--- config.mk ---
export PLATFORM = sky130hd
export DESIGN_NAME = riscv_lsu
export DESIGN_NICKNAME = d
export VERILOG_FILES = /design/src/rtl/riscv_lsu.sv
export SDC_FILE = /design/constraint.sdc
export NUM_CORES = 1
export LEC_CHECK = 0
export CAP_MARGIN = 15
export CORE_MARGIN = 5
export CORE_UTILIZATION = 39
export DETAILED_ROUTE_END_ITERATION = 10
export PLACE_DENSITY = 0.87
export SYNTH_ARGS = -nofsm -noshare
export SYNTH_HDL_FRONTEND = slang
export SYNTH_SLANG_ARGS = --single-unit
--- constraint.sdc ---
create_clock -name clk_i -period 1.9 [get_ports clk_i]
set_clock_uncertainty 0.15 [all_clocks]
set_input_delay 0.38 -clock clk_i [delete_from_list [all_inputs] [get_ports clk_i]]
set_output_delay 0.38 -clock clk_i [all_outputs]
set_load 0.03 [all_outputs]
--- src/rtl/riscv_lsu.sv ---
// riscv_lsu: load/store unit.
// Accepts one memory instruction from execute and stalls the core while the
// access is outstanding. Drives a word-wide, byte-enabled data bus with a
// variable-latency ack and returns the aligned, extended load result.
//
// Ports:
//   clk_i, rst_i           clock, synchronous active-high reset
//   lsu_req_i/we_i/size_i  memory instruction from decode/execute (funct3 size)
//   lsu_addr_i/data_i      byte address, store data (rs2)
//   lsu_data_o             load result, updated on each completed load
//   lsu_stall_req_o        combinational pipeline hold
//   lsu_fault_o/cause_o    one-cycle fault pulse; 01 misaligned, 10 bad size,
//                          11 bus timeout
//   data_*                 data-memory bus (word address, byte enables, ack)
module riscv_lsu #(
    parameter int TIMEOUT = 16
) (
    input  logic        clk_i,
    input  logic        rst_i,
    input  logic        lsu_req_i,
    input  logic        lsu_we_i,
    input  logic [2:0]  lsu_size_i,
    input  logic [31:0] lsu_addr_i,
    input  logic [31:0] lsu_data_i,
    output logic [31:0] lsu_data_o,
    output logic        lsu_stall_req_o,
    output logic        lsu_fault_o,
    output logic [1:0]  lsu_fault_cause_o,
    output logic        data_req_o,
    output logic        data_we_o,
    output logic [3:0]  data_be_o,
    output logic [31:0] data_addr_o,
    output logic [31:0] data_wdata_o,
    input  logic [31:0] data_rdata_i,
    input  logic        data_ack_i
);

    localparam int CW = $clog2(TIMEOUT + 1);
    localparam logic [CW-1:0] CNT_LAST = CW'(TIMEOUT - 1);

    typedef enum logic [1:0] {S_IDLE, S_WAIT, S_DONE} state_t;

    state_t        state_q, state_d;
    logic [CW-1:0] cnt_q, cnt_d;
    logic [2:0]    size_q, size_d;
    logic [1:0]    off_q, off_d;

    logic          req_d, we_d, fault_d;
    logic [3:0]    be_d;
    logic [31:0]   addr_d, wdata_d, ld_d;
    logic [1:0]    cause_d;

    // Request decode
    logic [1:0]  off;
    logic        bad_size, misalign, legal;
    logic [3:0]  be_new;
    logic [31:0] wdata_new;

    assign off = lsu_addr_i[1:0];

    // Sizes 3,6,7 do not exist; unsigned variants only make sense for loads.
    assign bad_size = (lsu_size_i == 3'd3) || (lsu_size_i[2:1] == 2'b11) ||
                      (lsu_we_i && lsu_size_i[2]);
    assign misalign = ((lsu_size_i[1:0] == 2'b01) && lsu_addr_i[0]) ||
                      ((lsu_size_i[1:0] == 2'b10) && (off != 2'b00));
    assign legal    = !bad_size && !misalign;

    always_comb begin
        be_new    = 4'b1111;
        wdata_new = lsu_data_i;
        case (lsu_size_i[1:0])
            2'b00: begin
                be_new    = 4'b0001 << off;
                wdata_new = {4{lsu_data_i[7:0]}};
            end
            2'b01: begin
                be_new    = 4'b0011 << off;
                wdata_new = {2{lsu_data_i[15:0]}};
            end
            default: ;
        endcase
    end

    // Load extraction from the lane captured at request time
    logic [31:0] rd_shift, ld_ext;

    assign rd_shift = data_rdata_i >> {off_q, 3'b000};

    always_comb begin
        ld_ext = data_rdata_i;
        case (size_q)
            3'd0: ld_ext = {{24{rd_shift[7]}}, rd_shift[7:0]};
            3'd1: ld_ext = {{16{rd_shift[15]}}, rd_shift[15:0]};
            3'd4: ld_ext = {24'd0, rd_shift[7:0]};
            3'd5: ld_ext = {16'd0, rd_shift[15:0]};
            default: ;
        endcase
    end

    // Next-state / next-output logic
    always_comb begin
        state_d = state_q;
        cnt_d   = cnt_q;
        size_d  = size_q;
        off_d   = off_q;
        req_d   = data_req_o;
        we_d    = data_we_o;
        be_d    = data_be_o;
        addr_d  = data_addr_o;
        wdata_d = data_wdata_o;
        ld_d    = lsu_data_o;
        fault_d = 1'b0;
        cause_d = 2'b00;

        case (state_q)
            S_IDLE: begin
                if (lsu_req_i) begin
                    if (legal) begin
                        req_d   = 1'b1;
                        we_d    = lsu_we_i;
                        be_d    = be_new;
                        addr_d  = {lsu_addr_i[31:2], 2'b00};
                        wdata_d = wdata_new;
                        size_d  = lsu_size_i;
                        off_d   = off;
                        cnt_d   = '0;
                        state_d = S_WAIT;
                    end else begin
                        fault_d = 1'b1;
                        cause_d = bad_size ? 2'b10 : 2'b01;
                    end
                end
            end
            S_WAIT: begin
                // Ack beats a timeout landing in the same cycle.
                if (data_ack_i) begin
                    req_d   = 1'b0;
                    if (!data_we_o) ld_d = ld_ext;
                    state_d = S_DONE;
                end else if (cnt_q == CNT_LAST) begin
                    req_d   = 1'b0;
                    fault_d = 1'b1;
                    cause_d = 2'b11;
                    state_d = S_DONE;
                end else begin
                    cnt_d = cnt_q + 1'b1;
                end
            end
            S_DONE: begin
                // lsu_req_i still belongs to the instruction just completed.
                state_d = S_IDLE;
            end
            default: state_d = S_IDLE;
        endcase
    end

    always_ff @(posedge clk_i) begin
        if (rst_i) begin
            state_q           <= S_IDLE;
            cnt_q             <= '0;
            size_q            <= 3'd0;
            off_q             <= 2'd0;
            data_req_o        <= 1'b0;
            data_we_o         <= 1'b0;
            data_be_o         <= 4'd0;
            data_addr_o       <= 32'd0;
            data_wdata_o      <= 32'd0;
            lsu_data_o        <= 32'd0;
            lsu_fault_o       <= 1'b0;
            lsu_fault_cause_o <= 2'b00;
        end else begin
            state_q           <= state_d;
            cnt_q             <= cnt_d;
            size_q            <= size_d;
            off_q             <= off_d;
            data_req_o        <= req_d;
            data_we_o         <= we_d;
            data_be_o         <= be_d;
            data_addr_o       <= addr_d;
            data_wdata_o      <= wdata_d;
            lsu_data_o        <= ld_d;
            lsu_fault_o       <= fault_d;
            lsu_fault_cause_o <= cause_d;
        end
    end

    assign lsu_stall_req_o = (state_q == S_WAIT) ||
                             ((state_q == S_IDLE) && lsu_req_i && legal);

endmodule

# Word level (Yosys, flattened, before mapping)

Cells that the tools add are included.

Bits in writable memories: 0
Output and inout port bits: 106
Memories kept: 0
Latch bits: 0
Register bits: 115
Bits in read-only memories: 0
Logic and storage cells: 82

Divide/modulo/power cells: 0
Multipliers: 0
Reduce and logical (&&, ||, !) cells: 22
Multiplexer cells: 29
Add/sub/neg operators: 1
Magnitude comparators: 0
Shifts and indexed selects: 3
Equal/unequal tests: 14
Bitwise operators: 1

Operator list:

| operator                                        | number |
|---|---|
| case mux 32 bit (4 select lines)                | 1 |
| case mux 32 bit (2 select lines)                | 1 |
| right shift 32 x 5 -> 16 bit                    | 1 |
| 2-to-1 mux 5 bit                                | 4 |
| 2-to-1 mux 2 bit                                | 9 |
| case mux 5 bit (2 select lines)                 | 1 |
| AND reduction 3 bit                             | 3 |
| 2-to-1 mux 1 bit                                | 8 |
| != test 2 bit, second input constant            | 4 |
| case mux 2 bit (2 select lines)                 | 2 |
| case mux 4 bit (2 select lines)                 | 1 |
| == test 3 bit, second input constant            | 2 |
| logical AND 1 bit                               | 6 |
| adder 5 x 1 -> 5 bit, second input constant     | 1 |
| == test 5 x 4 -> 1 bit, second input constant   | 1 |
| AND reduction 5 bit                             | 1 |
| == test 2 x 1 -> 1 bit, second input constant   | 2 |
| == test 2 bit, second input constant            | 2 |
| zero test 2 bit                                 | 2 |
| logical OR 1 bit                                | 4 |
| case mux 1 bit (2 select lines)                 | 2 |
| AND reduction 4 bit                             | 1 |
| nonzero test 2 bit                              | 2 |
| left shift 1 x 2 -> 4 bit, first input constant | 1 |
| 7 further kinds                                 | 8 |

# Depth between registers and ports, before layout

Word-level depth: 8
Gate-level depth with buffers: 7
Mapped depth without buffers: 7

# Least setup slack after synthesis

OpenSTA, ideal clock, no wires.

Path type: in2out
Start: input port lsu_addr_i[1]
End: output port lsu_stall_req_o
Slack: -0.259 ns
Required time: 1.370 ns
Arrival time: 1.629 ns
Cell stages on the path: 6
Buffers on the path: 3
Cell sequence: buf_2 -> nor4_1 -> o21ai_1 -> buf_2 -> clkbuf_1 -> nand2_1

Word-level cells in the longest chain between the ends: 7

Ends and longest elaborated chain:

| what               | RTL line | RTL |
|---|---|---|
| start, declared    | 23       | `input logic [31:0] lsu_addr_i,` |
| nonzero test 2 bit | 65       | `((lsu_size_i[1:0] == 2'b10) && (off != 2'b00));` |
| logical AND 1 bit  | 65       |  |
| logical OR 1 bit   | 64       | `assign misalign = ((lsu_size_i[1:0] == 2'b01) && lsu_addr_i[0]) \|\|` |
| zero test 1 bit    | 66       | `assign legal = !bad_size && !misalign;` |
| logical AND 1 bit  | 66       |  |
| logical AND 1 bit  | 188      | `((state_q == S_IDLE) && lsu_req_i && legal);` |
| logical OR 1 bit   | 187      | `assign lsu_stall_req_o = (state_q == S_WAIT) \|\|` |
| end, declared      | 26       | `output logic lsu_stall_req_o,` |

No other way between the ends.

# Worst setup path after layout

Start: register state_q[0]
End: register data_be_o[0]

Word-level cells in the longest chain between the ends: 2

Ends and longest elaborated chain:

| what                                 | RTL line | RTL |
|---|---|---|
| start, declared                      | 43       | `state_t state_q, state_d;` |
| start signal, assigned               | 172      | `state_q <= state_d;` |
| zero test 2 bit                      | 115      | `case (state_q)` |
| AND reduction 3 bit (no source line) | n/a      |  |
| end signal, assigned                 | 165      | `data_be_o <= 4'd0;` |
| end signal, assigned                 | 178      | `data_be_o <= be_d;` |
| end, declared                        | 31       | `output logic [3:0] data_be_o,` |

No other way between the ends.
A chain may end at the register's enable or synchronous reset.

==> flow_summary.toml <==
[floorplan]
rows = 42
die_h_um = 126
initial_utilization_pct = 39.6
core_area_um2 = 13200
dieArea_um2 = 15800
die_x_um = 126
io_pins = 210

[power_and_ir_drop]
ir_drop_mv = 0.696
power_density_nw_per_um2 = 827
leakage_nw = 3.75

[grt]
grt_antenna_before_repair = 2
grt_pass1_vias = 5641
globalRouteOverflowTotal = 0
grt_pass1_wl_um = 29000
grt_usage_pct = 22.7
grt_max_degree = 44

[synth]
synthFlopType = "dfxtp_1"
ys_ff_latch = 115
synthTopCellsByCount = "nand2_1 (132), dfxtp_1 (115), a21oi_1 (105)"
synth_top_area_share_pct = 44.1
synthArstFlopShare_pct = 0
yosysSeqAreaShare_pct = 44.1
synthXorXnorAreaFrac_pct = 0.168
synth-adder-area-share_pct = 0.479
synth_compound_area_share_pct = 24.2
yosysMostFrequentCell = "nand2_1"
synth_top_cell_by_area = "dfxtp_1"
yosys_warnings = 0
synth_top_family_by_area = "compound AO/OA/AOI/OAI gates"
synthTopCellsByArea = "dfxtp_1 (44%), a21oi_1 (10%), nand2_1 (9.5%), mux2i_1 (7.1%), o21ai_0 (2.7%)"
syn_inst = 634
syn_avg_cell_area_um2 = 8.24
muxShareOfSynthArea_pct = 7.95
synth_edf_count = 0
yosys.area_share.simple_pct = 17.2
synthDistinctLibCells = 48
netlist_area_um2 = 5220

[cts]
cts_buffers = 17
clock_latency_ps = 410
htreeDepth = 4
cts_max_path_buffers = 2
clock-sinks = 115
cts-root-buf = "clkbuf_16"
clk_pin_slew_ps = 50
cts_tree = "yes"
hold_buffers = 0

[detailed_routing]
drc = 0
wl_um = 19300
drt_first_pass_iters = 5
ant_nets = 0
drtIter0Drc = 441
viasPerCell = 5.47
num_vias = 5885
wl_per_cell_um = 17.9

[critical_path]
critical_path_required_ps = 2080
crit_path_end_kind = "flip-flop"
critPathMaxFanout = 17
critPathKind = "reg -> reg"
critPathLaunchType = "flip-flop"
arrival_ps = 2140

[timing]
worst_slack_ps = -67.1
fin_crit_ps = 1970
timing.final.crit_share_pct = 104
rsz0062_at_grt = "yes"
worst_slew_pin_slew_ps = 606
fmax_ghz = 0.508
maxSlewViolCount = 0
timing.final.hold_violations = 0
finalSetupViolCount = 35
hold_slack_ps = 219
maxSlewHeadroom_pct = 59.5

[min_path]
worst_hold_path_type = "in -> reg"

[placed_design]
port_buffers = 207
dp_hpwl_um = 13300
placed_area_um2 = 7890
gp_congestion = 0.956

[final_layout]
drive_gt1_share_pct = 18.1
fin_nets = 988
design_area_um2 = 8740
syn_to_final_growth_pct = 67.3

[status]
violations = "negative setup slack"
outcome = "finished with violations"

[run]
cap_violations = 0
==> cell usage in the layout, fill, tap and decap left out, drive strengths merged, types with 8 or more instances in the layout <==
| cell | count |
|---|---|
| nand2 | 132 |
| dfxtp | 115 |
| dlygate4sd2 | 112 |
| a21oi | 106 |
| clkdlybuf4s50 | 92 |
| buf | 82 |
| mux2i | 37 |
| nor2 | 29 |
| o21ai | 29 |
| clkbuf | 24 |
| o211ai | 15 |
| a211oi | 12 |
| a311oi | 9 |
| and3 | 8 |
| nor3 | 8 |
==> metrics by stage <==
stage	std cells	setup TNS [ps]	power [W]	worst slack [ps]	utilization, %
after floorplan	635	-592	0.00330	-22.2	-
after global placement	1022	-42020	0.00396	-436	59.8
after detailed placement	1022	-45380	0.00398	-546	59.8
after CTS	1059	-104	0.00718	-104	64.0
after global routing	1074	-4640	0.00749	-124	66.2
final	1075	-734	0.00723	-67.1	66.2
==> power by group <==
part | internal [W] | switching (W) | total, W | leakage, nW
logic | 0.000631 | 0.000767 | 0.00140 | 2.51
registers | 0.00253 | 0.0000593 | 0.00259 | 0.939
clock network | 0.00215 | 0.00109 | 0.00324 | 0.296
==> kinds of logic after synthesis <==
| group | count (synthesis) |
|---|---|
| other | 1 |
| buffers and inverters | 66 |
| multiplexers | 39 |
| adder cells (fa/ha/maj) | 2 |
| AO/OA/AOI/OAI | 207 |
| flip-flops | 115 |
| AND/OR/NAND/NOR | 203 |
| XOR/XNOR | 1 |
==> state kept, by name (all words and copies together), names as in the netlist <==
signal and count:
off_q 2, data_be_o 4, lsu_fault_cause_o 2, state_q 2, data_wdata_o 32, data_addr_o 30
data_req_o 1, lsu_fault_o 1, data_we_o 1, lsu_data_o 32, size_q 3, cnt_q 5
==> layer usage <==
layer	track usage, %	share of wire [%]
met1	26.1	38
met2	38.6	50
met3	6.77	7.7
met4	11.2	4.3
met5	0	0
==> area by class of cell <==
| type | count | area (um2) |
|---|---|---|
| flip-flops and latches | 115 | 2310 |
| fillers | 987 | 4450 |
| repair buffers | 289 | 2770 |
| clock inverters | 10 | 130 |
| multi-input cells | 454 | 2800 |
| clock buffers | 22 | 474 |
| diodes | 4 | 10.0 |
| well taps | 176 | 220 |
| inverters | 5 | 18.8 |
==> path summary, 6_finish.rpt <==
kind	from	to	slack, ps	cells after the start
worst max-delay path	state_q[0]	data_be_o[0]	-70	6
worst min-delay path	rst_i	lsu_fault_cause_o[0]	220	2
worst max register to register	state_q[0]	data_be_o[0]	-70	6
worst min register to register	data_addr_o[15]	data_addr_o[15]	300	2
==> what timing repair did <==
| action | CTS | global route |
|---|---|---|
| resized for setup | 126 | 42 |
| pin swaps | 2 | 8 |
| buffers inserted | 4 | 10 |
| gates cloned | 1 | 2 |
| endpoints found under the setup margin | 176 | 52 |
==> critical path, stage by stage, from the launching register on <==
cell       delay, ps
dfxtp_4          350
or3b_2           530
a21oi_4          290
buf_4            180
clkbuf_16        160
nor2_1            50
a211oi_1         170
Power figures use the tool's default switching activity.
